[config.mk]
export PLATFORM = sky130hd
export DESIGN_NAME = vga_fb_arbiter
export DESIGN_NICKNAME = d
export VERILOG_FILES = /design/src/rtl/vga_fb_pkg.sv /design/src/rtl/fb_clear_fsm.sv /design/src/rtl/vga_fb_arbiter.sv
export SDC_FILE = /design/constraint.sdc
export NUM_CORES = 1
export LEC_CHECK = 0
export CORE_UTILIZATION = 31
export DETAILED_ROUTE_END_ITERATION = 6
export GPL_ROUTABILITY_DRIVEN = 0
export SYNTH_ARGS = -nofsm -noshare
export SYNTH_HDL_FRONTEND = slang
export SYNTH_SLANG_ARGS = --single-unit
export TNS_END_PERCENT = 5
[constraint.sdc]
create_clock -name pixel_clk -period 4.9 [get_ports pixel_clk]
set_input_delay 1.47 -clock pixel_clk [delete_from_list [all_inputs] [get_ports pixel_clk]]
set_output_delay 1.47 -clock pixel_clk [all_outputs]
set_load 0.02 [all_outputs]
[src/rtl/vga_fb_pkg.sv]
// Shared constants and the clear-engine state type for the VGA frame-buffer
// arbiter slice.
package vga_fb_pkg;

    localparam int H_DISP  = 640;
    localparam int V_DISP  = 480;
    localparam int FB_W    = 160;
    localparam int FB_H    = 120;
    localparam int FB_SIZE = FB_W * FB_H;
    localparam int AW      = 15;
    localparam int DW      = 6;

    typedef enum logic [1:0] {
        IDLE,
        CLEAR,
        DONE
    } clr_state_t;

endpackage

[src/rtl/fb_clear_fsm.sv]
// Clear-screen engine: walks the whole frame buffer writing one latched colour,
// advancing only in cycles the arbiter grants to it.
module fb_clear_fsm
    import vga_fb_pkg::*;
(
    input  logic          clk,
    input  logic          rst_n,
    input  logic          grant,
    input  logic          clr_start,
    input  logic [DW-1:0] clr_color,
    output logic          req,
    output logic [AW-1:0] addr,
    output logic [DW-1:0] data,
    output logic          busy,
    output logic          clr_done,
    output logic          start_accept
);

    clr_state_t    state, state_nxt;
    logic [AW-1:0] count, count_nxt;
    logic [DW-1:0] color, color_nxt;

    always_ff @(posedge clk or negedge rst_n) begin
        if (!rst_n) begin
            state <= IDLE;
            count <= '0;
            color <= '0;
        end else begin
            state <= state_nxt;
            count <= count_nxt;
            color <= color_nxt;
        end
    end

    // A start request arriving mid-clear is deliberately ignored; only IDLE listens.
    always_comb begin
        state_nxt    = state;
        count_nxt    = count;
        color_nxt    = color;
        req          = 1'b0;
        busy         = 1'b0;
        clr_done     = 1'b0;
        start_accept = 1'b0;
        case (state)
            IDLE: begin
                if (clr_start) begin
                    start_accept = 1'b1;
                    state_nxt    = CLEAR;
                    count_nxt    = '0;
                    color_nxt    = clr_color;
                end
            end
            CLEAR: begin
                req  = 1'b1;
                busy = 1'b1;
                if (grant) begin
                    if (count == AW'(FB_SIZE - 1)) begin
                        state_nxt = DONE;
                    end else begin
                        count_nxt = count + 1'b1;
                    end
                end
            end
            DONE: begin
                clr_done  = 1'b1;
                state_nxt = IDLE;
            end
            default: begin
                state_nxt = IDLE;
            end
        endcase
    end

    assign addr = count;
    assign data = color;

endmodule

[src/rtl/vga_fb_arbiter.sv]
// Arbitrates the single-port frame-buffer RAM between fixed display read slots,
// the clear engine and host pixel writes, and produces the upscaled pixel stream.
module vga_fb_arbiter
    import vga_fb_pkg::*;
(
    input  logic          pixel_clk,
    input  logic          sys_rst_n,
    input  logic [9:0]    pixel_xpos,
    input  logic [9:0]    pixel_ypos,
    output logic [DW-1:0] pixel_data,
    input  logic          wr_req,
    input  logic [AW-1:0] wr_addr,
    input  logic [DW-1:0] wr_data,
    output logic          wr_ack,
    input  logic          clr_start,
    input  logic [DW-1:0] clr_color,
    output logic          busy,
    output logic          clr_done,
    output logic [AW-1:0] ram_addr,
    output logic          ram_we,
    output logic [DW-1:0] ram_wdata,
    input  logic [DW-1:0] ram_rdata
);

    logic          disp_active;
    logic          disp_slot;
    logic [7:0]    fb_x;
    logic [7:0]    fb_y;
    logic [AW-1:0] disp_addr;
    logic          clr_req;
    logic          clr_grant;
    logic          clr_start_accept;
    logic [AW-1:0] clr_addr;
    logic [DW-1:0] clr_data;
    logic          wr_in_range;
    logic          host_grant;
    logic          slot_d1;
    logic          active_d1;

    assign disp_active = (pixel_xpos < 10'(H_DISP)) && (pixel_ypos < 10'(V_DISP));
    assign disp_slot   = disp_active && (pixel_xpos[1:0] == 2'b00);

    // y*160 computed as y*128 + y*32 so no multiplier is inferred.
    assign fb_x      = pixel_xpos[9:2];
    assign fb_y      = pixel_ypos[9:2];
    assign disp_addr = {fb_y, 7'b0} + {2'b00, fb_y, 5'b0} + {7'b0, fb_x};

    assign clr_grant   = clr_req && !disp_slot;
    assign wr_in_range = (wr_addr < AW'(FB_SIZE));

    // Host is held off for the whole clear, including the start and done cycles,
    // so a write queued behind a clear is never performed before clr_done.
    assign host_grant = sys_rst_n && wr_req && !disp_slot && !clr_req
                        && !clr_start_accept && !clr_done;
    assign wr_ack     = host_grant;

    fb_clear_fsm u_clear (
        .clk          (pixel_clk),
        .rst_n        (sys_rst_n),
        .grant        (clr_grant),
        .clr_start    (clr_start),
        .clr_color    (clr_color),
        .req          (clr_req),
        .addr         (clr_addr),
        .data         (clr_data),
        .busy         (busy),
        .clr_done     (clr_done),
        .start_accept (clr_start_accept)
    );

    always_comb begin
        ram_addr  = wr_addr;
        ram_wdata = wr_data;
        ram_we    = 1'b0;
        if (disp_slot) begin
            ram_addr = disp_addr;
        end else if (clr_req) begin
            ram_addr  = clr_addr;
            ram_wdata = clr_data;
            ram_we    = 1'b1;
        end else if (host_grant) begin
            ram_we = wr_in_range;
        end
    end

    // Read data returns one cycle after the slot; capture it then and hold for four pixels.
    always_ff @(posedge pixel_clk or negedge sys_rst_n) begin
        if (!sys_rst_n) begin
            slot_d1    <= 1'b0;
            active_d1  <= 1'b0;
            pixel_data <= '0;
        end else begin
            slot_d1   <= disp_slot;
            active_d1 <= disp_active;
            if (!active_d1) begin
                pixel_data <= '0;
            end else if (slot_d1) begin
                pixel_data <= ram_rdata;
            end
        end
    end

endmodule

# Word-level counts from Yosys, hierarchy flattened
# Cells that the tools add are included.
[word_totals]
ff_bits = 31
out_inout_bits = 31
elab_cells = 59
[classes]
add_sub_neg = 3
magnitude_cmp = 3
eq_ne = 8
muxes = 21
reduce_logical = 18
[op_table]
columns = ["cell", "count"]
rows = [
  ["15-bit 2-to-1 mux", 5],
  ["15-bit one-hot mux with 2 select lines", 1],
  ["6-bit 2-to-1 mux", 4],
  ["15-bit by 1-bit adder with 15-bit output (second input constant)", 1],
  ["15-bit by 13-bit adder with 15-bit output", 1],
  ["15-bit by 8-bit adder with 15-bit output", 1],
  ["15-bit == test (second input constant)", 1],
  ["15-bit < comparator (second input constant)", 1],
  ["10-bit < comparator (second input constant)", 1],
  ["10-bit by 9-bit < comparator with 1-bit output (second input constant)", 1],
  ["1-bit logical AND", 8],
  ["2-bit != test (second input constant)", 4],
  ["1-bit 2-to-1 mux", 7],
  ["2-bit 2-to-1 mux", 3],
  ["1-bit logical NOT", 4],
  ["2-bit logical NOT", 2],
  ["2-bit one-hot mux with 2 select lines", 1],
  ["4-bit AND reduction", 1],
  ["3-bit AND reduction", 1],
  ["2-bit by 1-bit == test with 1-bit output (second input constant)", 1],
  ["2-bit == test (second input constant)", 1],
  ["2-bit by 1-bit != test with 1-bit output (second input constant)", 1],
  ["2-bit AND reduction", 1],
  ["2-bit nonzero test", 1],
]

# Longest topological paths before layout
[depth]
depth_word = 11
mapped_depth = 9
ltp_nobuf = 9

# Hierarchy
# A second synthesis with hierarchy kept.
[hier_totals]
hier_cells = 262
area_unflattened_um2 = 2443.6
[modules_own_cells]
columns = ["module", "n_inst", "cells_each", "area_each_um2"]
rows = [
  ["fb_clear_fsm", 1, 121, 1256.2],
  ["vga_fb_arbiter", 1, 141, 1187.4],
]

# Least setup slack after synthesis
# Ideal clock, no wire load.
[synth_timing]
kind = "input-to-output"
start = "in pixel_xpos[9]"
end = "out ram_addr[13]"
t_arrival_ns = 3.839
required_time_ns = 3.430
path_slack_ns = -0.409
cell_stages = 9
cell_sequence = "inv_1 > fa_1 > inv_1 > ha_1 > a21o_1 > a21o_1 > a2111oi_0 > nor3_1 > nor3_1"
[synth_between]
elab_chain_cells = 4
word_cells_on_any_way = 5
[synth_lines]
columns = ["element", "line_no", "source"]
rows = [
  ["start: declaration", "vga_fb_arbiter.sv:8", "input logic [9:0] pixel_xpos,"],
  ["10-bit < comparator", "vga_fb_arbiter.sv:40", "assign disp_active = (pixel_xpos < 10'(H_DISP)) && (pixel_ypos < 10'(V_DISP));"],
  ["1-bit logical AND", "vga_fb_arbiter.sv:40", ""],
  ["1-bit logical AND", "vga_fb_arbiter.sv:41", "assign disp_slot = disp_active && (pixel_xpos[1:0] == 2'b00);"],
  ["15-bit 2-to-1 mux (*)", "vga_fb_arbiter.sv:75", "if (disp_slot) begin"],
  ["end: declaration", "vga_fb_arbiter.sv:19", "output logic [AW-1:0] ram_addr,"],
]
# Every way passes the cells marked *; elsewhere a longest branch is shown, timed or not.

# Worst setup path in the final report
[layout_timing]
start = "in pixel_ypos[4]"
end = "out ram_addr[10]"
[layout_between]
elab_chain_cells = 4
word_cells_on_any_way = 6
[layout_lines]
columns = ["element", "line_no", "source"]
rows = [
  ["start: declaration", "vga_fb_arbiter.sv:9", "input logic [9:0] pixel_ypos,"],
  ["parallel branches: the longest is 3 deep, another holds 15-bit by 13-bit adder with 15-bit output", "n/a", ""],
  ["15-bit 2-to-1 mux (*)", "vga_fb_arbiter.sv:75", ""],
]
# Mark *: on every way between the ends.

==> run metrics <==
number of global-route vias before repair 2,528; Slowest Stage Delay on Critical Path 0.54 ns; Post-synth ARST share 1.00; Routed WL 7.33 mm; final hold viol count 0; Synth Flop Type dfrtp_1; Root Buffer clkbuf_8; # diodes 0; dominant cell type by area after synthesis dfrtp_1; grt ovf 0; Setup CP Type input pin to output port; TNS Setup -0.415 ns; register share of total power 0.348; Slew @ Worst Pin 1.03 ns; Final WS setup -0.110 ns; status finished with violations; unique cell type count in the Yosys netlist 44; CORE AREA 7330 um^2; Post-DRT Antenna Nets 0; fillers 694; cell area after layout 3780 um^2; Clock Power Share 0.250; port bufs 85; die width 89.8 um; min Tclk post-route 5.01 ns; worst endpoint data arrival time 3.54 ns; DR vias/cell 5.09; CP Cell Sequence buf_6, inv_2, fa_1, inv_2, buf_4, fa_2, a21o_1, a21oi_2, xnor2_1, nor2_1, a31oi_2, buf_4; Synth Net Count 364; synth top area cells dfrtp_1, nand2_1, ha_1; Hold Path Class flop to flop; Post-Route Utilization 0.516; RSZ-0062 raised after global routing true; largest net degree at the start of global routing 32; P&R area growth vs syn 58.3%; initial antenna violation count 0; Avg Synthesized Cell Area 8.26 um^2; clock sinks 31; Row Count 31; # setup viols final 5; TritonCTS Buffers 5; failing checks setup timing; Peak VDD IR 0.000158 V; latest clock arrival within the worst-skew pair 0.28 ns; share of the synthesized area in the top cell type 0.325; die area 8060 um^2; Reg clk slew, reported paths 0.06 ns; GRT Total Usage 0.192; Max FO, Critical Path 2; EDFF count, synth 0; Worst Clk Skew 0.00598 ns; fin crit share 1.02; DR WL/cell 14.6 um; DR pass1 iterations 4; Seq cells post-synth 31; CTS tree built; Sw Ratio 0.334; Post-Syn Instances 289; hold slack final 0.478 ns; Tot Pwr 0.960 mW; Reg-to-Reg Start u_clear.state[1]$_DFFE_PN0P_; Power Dens Cells 254 nW/um^2; IO Count 88; htree depth 2; Fmax 200 MHz; Hold-fix buffers, CTS 0; CP Launch Point pixel_ypos[4]; max_cap viols 0; Required @ worst endpoint 3.43 ns; Starting Density 0.326; synthesized area 2390 um^2; CP startpoint kind input pin; Clock Path Buffers 2; combinational power share 0.402; post-synthesis sequential area ratio 0.325; P_leak 1.73 nW; highest-delay cell along the critical path fa_1; first-pass GRT wire length 12.5 mm; max-slew violations 0; Sw Pwr 0.320 mW; Vias 2,552; internal power 0.639 mW; Placement Cell Area 3580 um^2; DR iter-0 viols 87; hold path start u_clear.data[0]$_DFFE_PN0P_; crit end category output port; HPWL Detailed 5.69 mm; residual DRC count 0; share of cells above drive strength 1 0.197; Max transition margin 0.306; Net count, final 477; Die H 89.8 um; Warnings, synthesis 0
## area by class of cell
type                            instances  area [um^2]  share of cell area
Sequential cell                        31          776               0.205
Inverter                               13         48.8              0.0129
Clock inverter                          1         30.0             0.00794
Timing Repair Buffer                  118         1090               0.288
Multi-Input combinational cell        233         1640               0.434
Clock buffer                            6         72.6              0.0192
Tap cell                               99          124              0.0328
## registers in the layout, summed over array words and instances, names as in the netlist
register / flops
active_d1: 1
slot_d1: 1
u_clear.state: 2
pixel_data: 6
u_clear.addr: 15
u_clear.data: 6
## what timing repair did
action,4_1_cts,5_1_grt
pin swaps,17,2
resized for setup,76,14
endpoints found under the setup margin,23,18
setup buffers,3,0
## critical path: cells and delay by family
family                   cells  cell delay (ns)
XOR/XNOR                     1             0.15
buffers and inverters        5             0.44
adder cells (fa/ha/maj)      2             0.88
AO/OA/AOI/OAI                3             0.53
AND/OR/NAND/NOR              1             0.07
## final timing paths
check                                               end  slack (ns)  depth (start not counted)
max                                        ram_addr[10]       -0.11                         12
min                         u_clear.data[0]$_DFFE_PN0P_        0.48                          2
max reg2reg                u_clear.addr[13]$_DFFE_PN0P_        2.28                          8
min reg2reg                 u_clear.data[0]$_DFFE_PN0P_        0.48                          2
max in group asynchronous     pixel_data[5]$_DFFE_PN0P_        2.83                          2
min in group asynchronous   u_clear.addr[7]$_DFFE_PN0P_        1.78                          2
## power groups by stage
stage | clock network [mW] | logic, mW | registers (mW)
2_1_floorplan | 0 | 0.206 | 0.324
3_5_place_dp | 0 | 0.383 | 0.338
6_report | 0.240 | 0.385 | 0.334
4_1_cts | 0.246 | 0.385 | 0.333
5_1_grt | 0.261 | 0.431 | 0.340
3_3_place_gp | 0 | 0.379 | 0.335
## per-stage QoR
stage	instances	worst slack, ns
floorplan	289	-0.0282
global placement	491	-1.13
detailed placement	491	-1.13
CTS	501	-0.0846
global route	501	-0.186
finish	501	-0.110
## placed cells by master, fill, tap and decap left out, types with 8 or more instances in the layout
cell type        count
nand2_1             64
mux2i_1             10
a31oi_1             10
o211ai_1             9
dlygate4sd2_1        8
ha_1                10
dfrtp_1             31
inv_1               10
clkdlybuf4s50_1     56
nand3_1             10
buf_4               36
nor2_1              21
## metal layers
metal,part of all wire,routed length [um],global-route usage,vias to the layer above
met3,0.047,348,0.0372,8
li1,-,-,-,1265
met1,0.47,3450,0.261,1214
met5,0,0,0,-
met2,0.47,3460,0.315,65
met4,0.011,82,0.0410,0
## logic make-up (layout without fill, tap and decap cells)
group / count (synthesis) / count (layout) / synth area share
and+or+nand+nor: 138 / 138 / 0.278
adders and majority gates: 19 / 19 / 0.105
AOI/OAI and AO/OA: 55 / 55 / 0.162
xor gates and xnor gates: 4 / 4 / 0.0147
muxes: 17 / 17 / 0.0749
DFF: 31 / 31 / 0.325
buffers and inverters: 25 / 138 / 0.0403
## cell usage after synthesis, drive strengths merged, types with 7 or more instances
library cell,count
a21oi,7
a31oi,13
clkbuf,9
dfrtp,31
ha,16
inv,13
mux2,7
mux2i,10
nand2,64
nand3,10
nor2,21
nor2b,7
o211ai,9
o21ai,7
or4,7
(Power assumes the default switching activity.)
